===== src/rtl/instr_fetch_ctrl.sv =====
// Instruction fetch sequencer: owns the PC, drives the single-port instruction memory,
// captures fetched words for decode, and handles stall, redirect and HLT.
module instr_fetch_ctrl #(
    parameter logic [15:0] RESET_VEC = 16'h0000,
    parameter logic [3:0]  HLT_OPC   = 4'hF
) (
    input  logic        clk,
    input  logic        rst,
    input  logic        stall,
    input  logic        branch_taken,
    input  logic [15:0] branch_tgt,
    input  logic [15:0] imem_instr,
    output logic [15:0] imem_addr,
    output logic        imem_rd_en,
    output logic [15:0] instr_out,
    output logic [15:0] pc_out,
    output logic        instr_vld,
    output logic        halted
);

    typedef enum logic [1:0] {StIdle, StFetch, StHalt} state_e;

    state_e      state_q, state_d;
    logic [15:0] pc_q, pc_d;
    logic [15:0] instr_q, instr_d;
    logic [15:0] pc_out_q, pc_out_d;
    logic        vld_q, vld_d;
    logic        halted_q, halted_d;

    always_ff @(posedge clk or posedge rst) begin
        if (rst) begin
            state_q  <= StIdle;
            pc_q     <= RESET_VEC;
            instr_q  <= 16'h0000;
            pc_out_q <= 16'h0000;
            vld_q    <= 1'b0;
            halted_q <= 1'b0;
        end else begin
            state_q  <= state_d;
            pc_q     <= pc_d;
            instr_q  <= instr_d;
            pc_out_q <= pc_out_d;
            vld_q    <= vld_d;
            halted_q <= halted_d;
        end
    end

    always_comb begin
        state_d  = state_q;
        pc_d     = pc_q;
        instr_d  = instr_q;
        pc_out_d = pc_out_q;
        vld_d    = vld_q;
        halted_d = halted_q;
        unique case (state_q)
            StIdle: state_d = StFetch;
            StFetch: begin
                if (branch_taken) begin
                    // Squash the word in flight; decode keeps its last instruction.
                    pc_d  = branch_tgt;
                    vld_d = 1'b0;
                end else if (!stall) begin
                    instr_d  = imem_instr;
                    pc_out_d = pc_q;
                    vld_d    = 1'b1;
                    if (imem_instr[15:12] == HLT_OPC) begin
                        state_d  = StHalt;
                        halted_d = 1'b1;
                    end else begin
                        pc_d = pc_q + 16'd1;
                    end
                end
            end
            StHalt: begin
                if (branch_taken) begin
                    // An older branch resolves: the HLT was speculative, so resume.
                    pc_d     = branch_tgt;
                    vld_d    = 1'b0;
                    halted_d = 1'b0;
                    state_d  = StFetch;
                end else if (!stall) begin
                    vld_d = 1'b0;
                end
            end
            default: state_d = StIdle;
        endcase
    end

    assign imem_addr  = pc_q;
    assign imem_rd_en = (state_q == StFetch);
    assign instr_out  = instr_q;
    assign pc_out     = pc_out_q;
    assign instr_vld  = vld_q;
    assign halted     = halted_q;

endmodule


===== config.mk =====
export PLATFORM = sky130hd
export DESIGN_NAME = instr_fetch_ctrl
export DESIGN_NICKNAME = d
export VERILOG_FILES = /design/src/rtl/instr_fetch_ctrl.sv
export SDC_FILE = /design/constraint.sdc
export NUM_CORES = 1
export LEC_CHECK = 0
export BUFFER_PORTS_ARGS = -buffer_cell sky130_fd_sc_hd__buf_2
export CORE_UTILIZATION = 30
export CTS_CLUSTER_DIAMETER = 50
export DETAILED_ROUTE_END_ITERATION = 8
export PLACE_DENSITY = 0.63
export SLEW_MARGIN = 40
export SYNTH_ARGS = -nofsm -noshare
export SYNTH_HDL_FRONTEND = slang
export SYNTH_SLANG_ARGS = --single-unit

===== constraint.sdc =====
create_clock -name clk -period 2.3 [get_ports clk]
set_clock_uncertainty 0.15 [all_clocks]
set_input_delay 0.23 -clock clk [delete_from_list [all_inputs] [get_ports clk]]
set_output_delay 0.23 -clock clk [all_outputs]
set_load 0.02 [all_outputs]

==> impl_metrics.json <==
{
  "run_status": "finished clean",
  "hold_ws_ns": 0.009343,
  "synth.largest_area_cell": "dfrtp_1",
  "synthArstFlopShare_pct": 100.0,
  "io-pin-count": 87,
  "seq_area_frac_synth_pct": 52.87,
  "grt_antenna_before_repair": 0,
  "fmaxAchievable_ghz": 0.4781,
  "port_buffers": 86,
  "cts.reportedPaths.clkPinSlew_ns": 0.09,
  "grt-ovfl-total": 0,
  "cts_buffers": 5,
  "critical_path_class": "reg2reg",
  "fill_cells": 788,
  "hp-class": "in2reg",
  "cp_cell_sequence": "inv_1, ha_1, inv_1, o311a_1, o21a_1, o22a_2",
  "fin_setup_tns_ns": 0,
  "die_h_um": 92.58,
  "period_minus_slack_ns": 2.092,
  "drcViolationCount": 0,
  "crit_arrival_ns": 2.14,
  "power.share.combinational_pct": 48.6,
  "tightest_slew_ns": 0.5643,
  "startpoint": "state_q[1]",
  "ant_nets": 0,
  "reg2reg_from": "state_q[1]",
  "via_per_inst": 4.852,
  "clkSinkCount": 52,
  "syn_area_um2": 2461,
  "total_power_mw": 4.295,
  "yosys-top-cells-area": "dfrtp_1, mux2_2, a21oi_1",
  "path_max_fanout": 14,
  "hpwlAfterDp_mm": 4.196,
  "syn_area_per_cell_um2": 11.50,
  "clock_tree.root_cell": "clkbuf_8",
  "max-slew-margin-rel_pct": 62.32,
  "peakVddDrop_uv": 500.0,
  "core-area_um2": 7848,
  "hold_viol": 0,
  "grt_pass1_wl_mm": 9.473,
  "ys.flop_type": "dfrtp_1",
  "cp_num_cells": 6,
  "hold_path_depth": 2,
  "endpoint_kind": "register",
  "grt_max_degree": 34,
  "clkLatencyLatePin_ns": 0.30,
  "routedWlPerCell_um": 14.05,
  "antennaDiodeCount": 0,
  "synth.distinct_cells": 37,
  "max_stage_delay_ns": 0.56,
  "worst_path_most_repeated_cell": "inv_1",
  "cp_slowest_cell": "o311a_1",
  "htreeDepth": 2,
  "postSynthCellCount": 214,
  "synth-seq-cells": 52,
  "initialDrtViolationCount": 54,
  "intPower_mw": 2.412,
  "rsz0062_at_grt": "false",
  "hp-start": "imem_instr[3]",
  "power_leakage_nw": 1.421,
  "setup_viol": 0,
  "power_frac_seq_pct": 39.6,
  "first_pass_iters": 4,
  "r2r_cells": 6,
  "cts-resized-gates": 0,
  "gp_congestion": 0.7682,
  "finalCritPeriodShare_pct": 90.94,
  "multi_input_area_um2": 1084,
  "synth_edf_count": 0,
  "crit_buf_inv": 2,
  "cap_violations": 0,
  "synth_top_area_share_pct": 52.87,
  "floorplan.initialDensity_pct": 31.36,
  "final_nets": 349,
  "p_clk_share_pct": 11.8,
  "grt_pass1_vias": 1919,
  "synth_nets": 254,
  "switching_share_pct": 43.84,
  "die_x_um": 92.58,
  "cts_buffer_depth": 2,
  "syn_to_final_growth_pct": 28.77,
  "cp-start-kind": "register",
  "cts_tree": "built",
  "worstPathRequired_ns": 2.35,
  "vias": 1994,
  "wl_mm": 5.775,
  "yosysWarnings": 0,
  "power_density_nw_per_um2": 1355,
  "drive_above_1_share_pct": 43.37,
  "cts_setup_buffers": 0,
  "seqCellArea_um2": 1301,
  "cpLargestDelayFamily": "compound AO/OA/AOI/OAI gates",
  "drv_slew": 0,
  "row_count": 32,
  "switching_power_mw": 1.883,
  "grt_use_total_pct": 14.23,
  "dieArea_um2": 8570
}
-- timing repair --
item | in CTS | in global routing
setup endpoints to repair | 0 | 0
endpoints found under the hold margin | 30 | 2
hold buffers | 6 | 2
-- state kept, by name (all words and copies together), names as in the netlist --
signal / cells
halted: 1
imem_addr: 16
state_q: 2
pc_out: 16
instr_out: 16
instr_vld: 1
-- synthesized netlist by cell type, types with 5 or more instances --
library cell  number
dfrtp_1           52
mux2_2            28
a21oi_1           22
nor2_1            17
o21ai_0           13
nand2_1            9
nand3_1            8
buf_4              6
inv_1              5
-- final cells by class --
type                       instances  area share, %
clock buffer                       6          2.290
clock inverter                     1         0.1579
inverter                           5         0.5922
multi-input combinational        146          34.19
sequential                        52          41.06
tap                              102          4.027
timing repair buffer              99          17.69
-- path summary, 6_finish.rpt --
path	endpoint	slack, ns
worst max-delay path	imem_addr[2]	0.21
worst max register to register	imem_addr[2]	0.21
worst min-delay path	instr_out[3]	0.009
max in group asynchronous	halted	1.08
worst min register to register	instr_out[1]	0.34
min in group asynchronous	pc_out[8]	0.37
-- power groups by stage --
stage	combinational, mW	sequential [mW]	clock (mW)
floorplan	0.912	2.20	0
finish	2.09	1.70	0.506
global placement	2.07	1.70	0
CTS	2.11	1.71	0.535
global route	2.26	1.78	0.578
detailed placement	2.10	1.72	0
-- layer usage --
| layer | wire (um) | GRT usage, % |
|---|---|---|
| met5 | 0 | 0 |
| met4 | 59 | 3.516 |
| met3 | 277 | 3.366 |
| met2 | 2728 | 22.22 |
| met1 | 2710 | 19.82 |
-- per-stage QoR --
step / setup WS [ns] / util (%) / cells / area, um2
floorplan: 0.2024 / - / 214 / 2461
global placement: 0.3180 / 38.38 / 396 / 3012
detailed placement: 0.2322 / 38.38 / 396 / 3012
CTS: 0.2234 / 40.13 / 409 / 3149
global route: 0.02523 / 40.39 / 411 / 3169
finish: 0.2083 / 40.39 / 411 / 3169
-- placed cells by master (no fill, tap or decap), types with 2 or more instances in the layout --
cell,instances
ha_1,4
and3_1,2
dfrtp_1,52
o21ai_0,13
a21oi_1,22
nand3_1,8
o22a_1,4
a41oi_1,3
clkbuf_8,5
buf_2,86
mux2i_1,2
mux2_2,28
nand2b_1,2
nand4_1,3
inv_1,4
dlygate4sd3_1,8
nor2_1,16
nand2_1,9
a2bb2oi_1,4
mux2_1,4
o22ai_1,2
a31oi_1,4
buf_4,4
-- cell families after synthesis --
group / share of synthesized area [%]
AOI/OAI and AO/OA: 15.40
DFF: 52.87
and+or+nand+nor: 10.78
muxes: 15.45
buffers and inverters: 3.457
adders and majority gates: 2.034
Power figures use the tool's default switching activity.
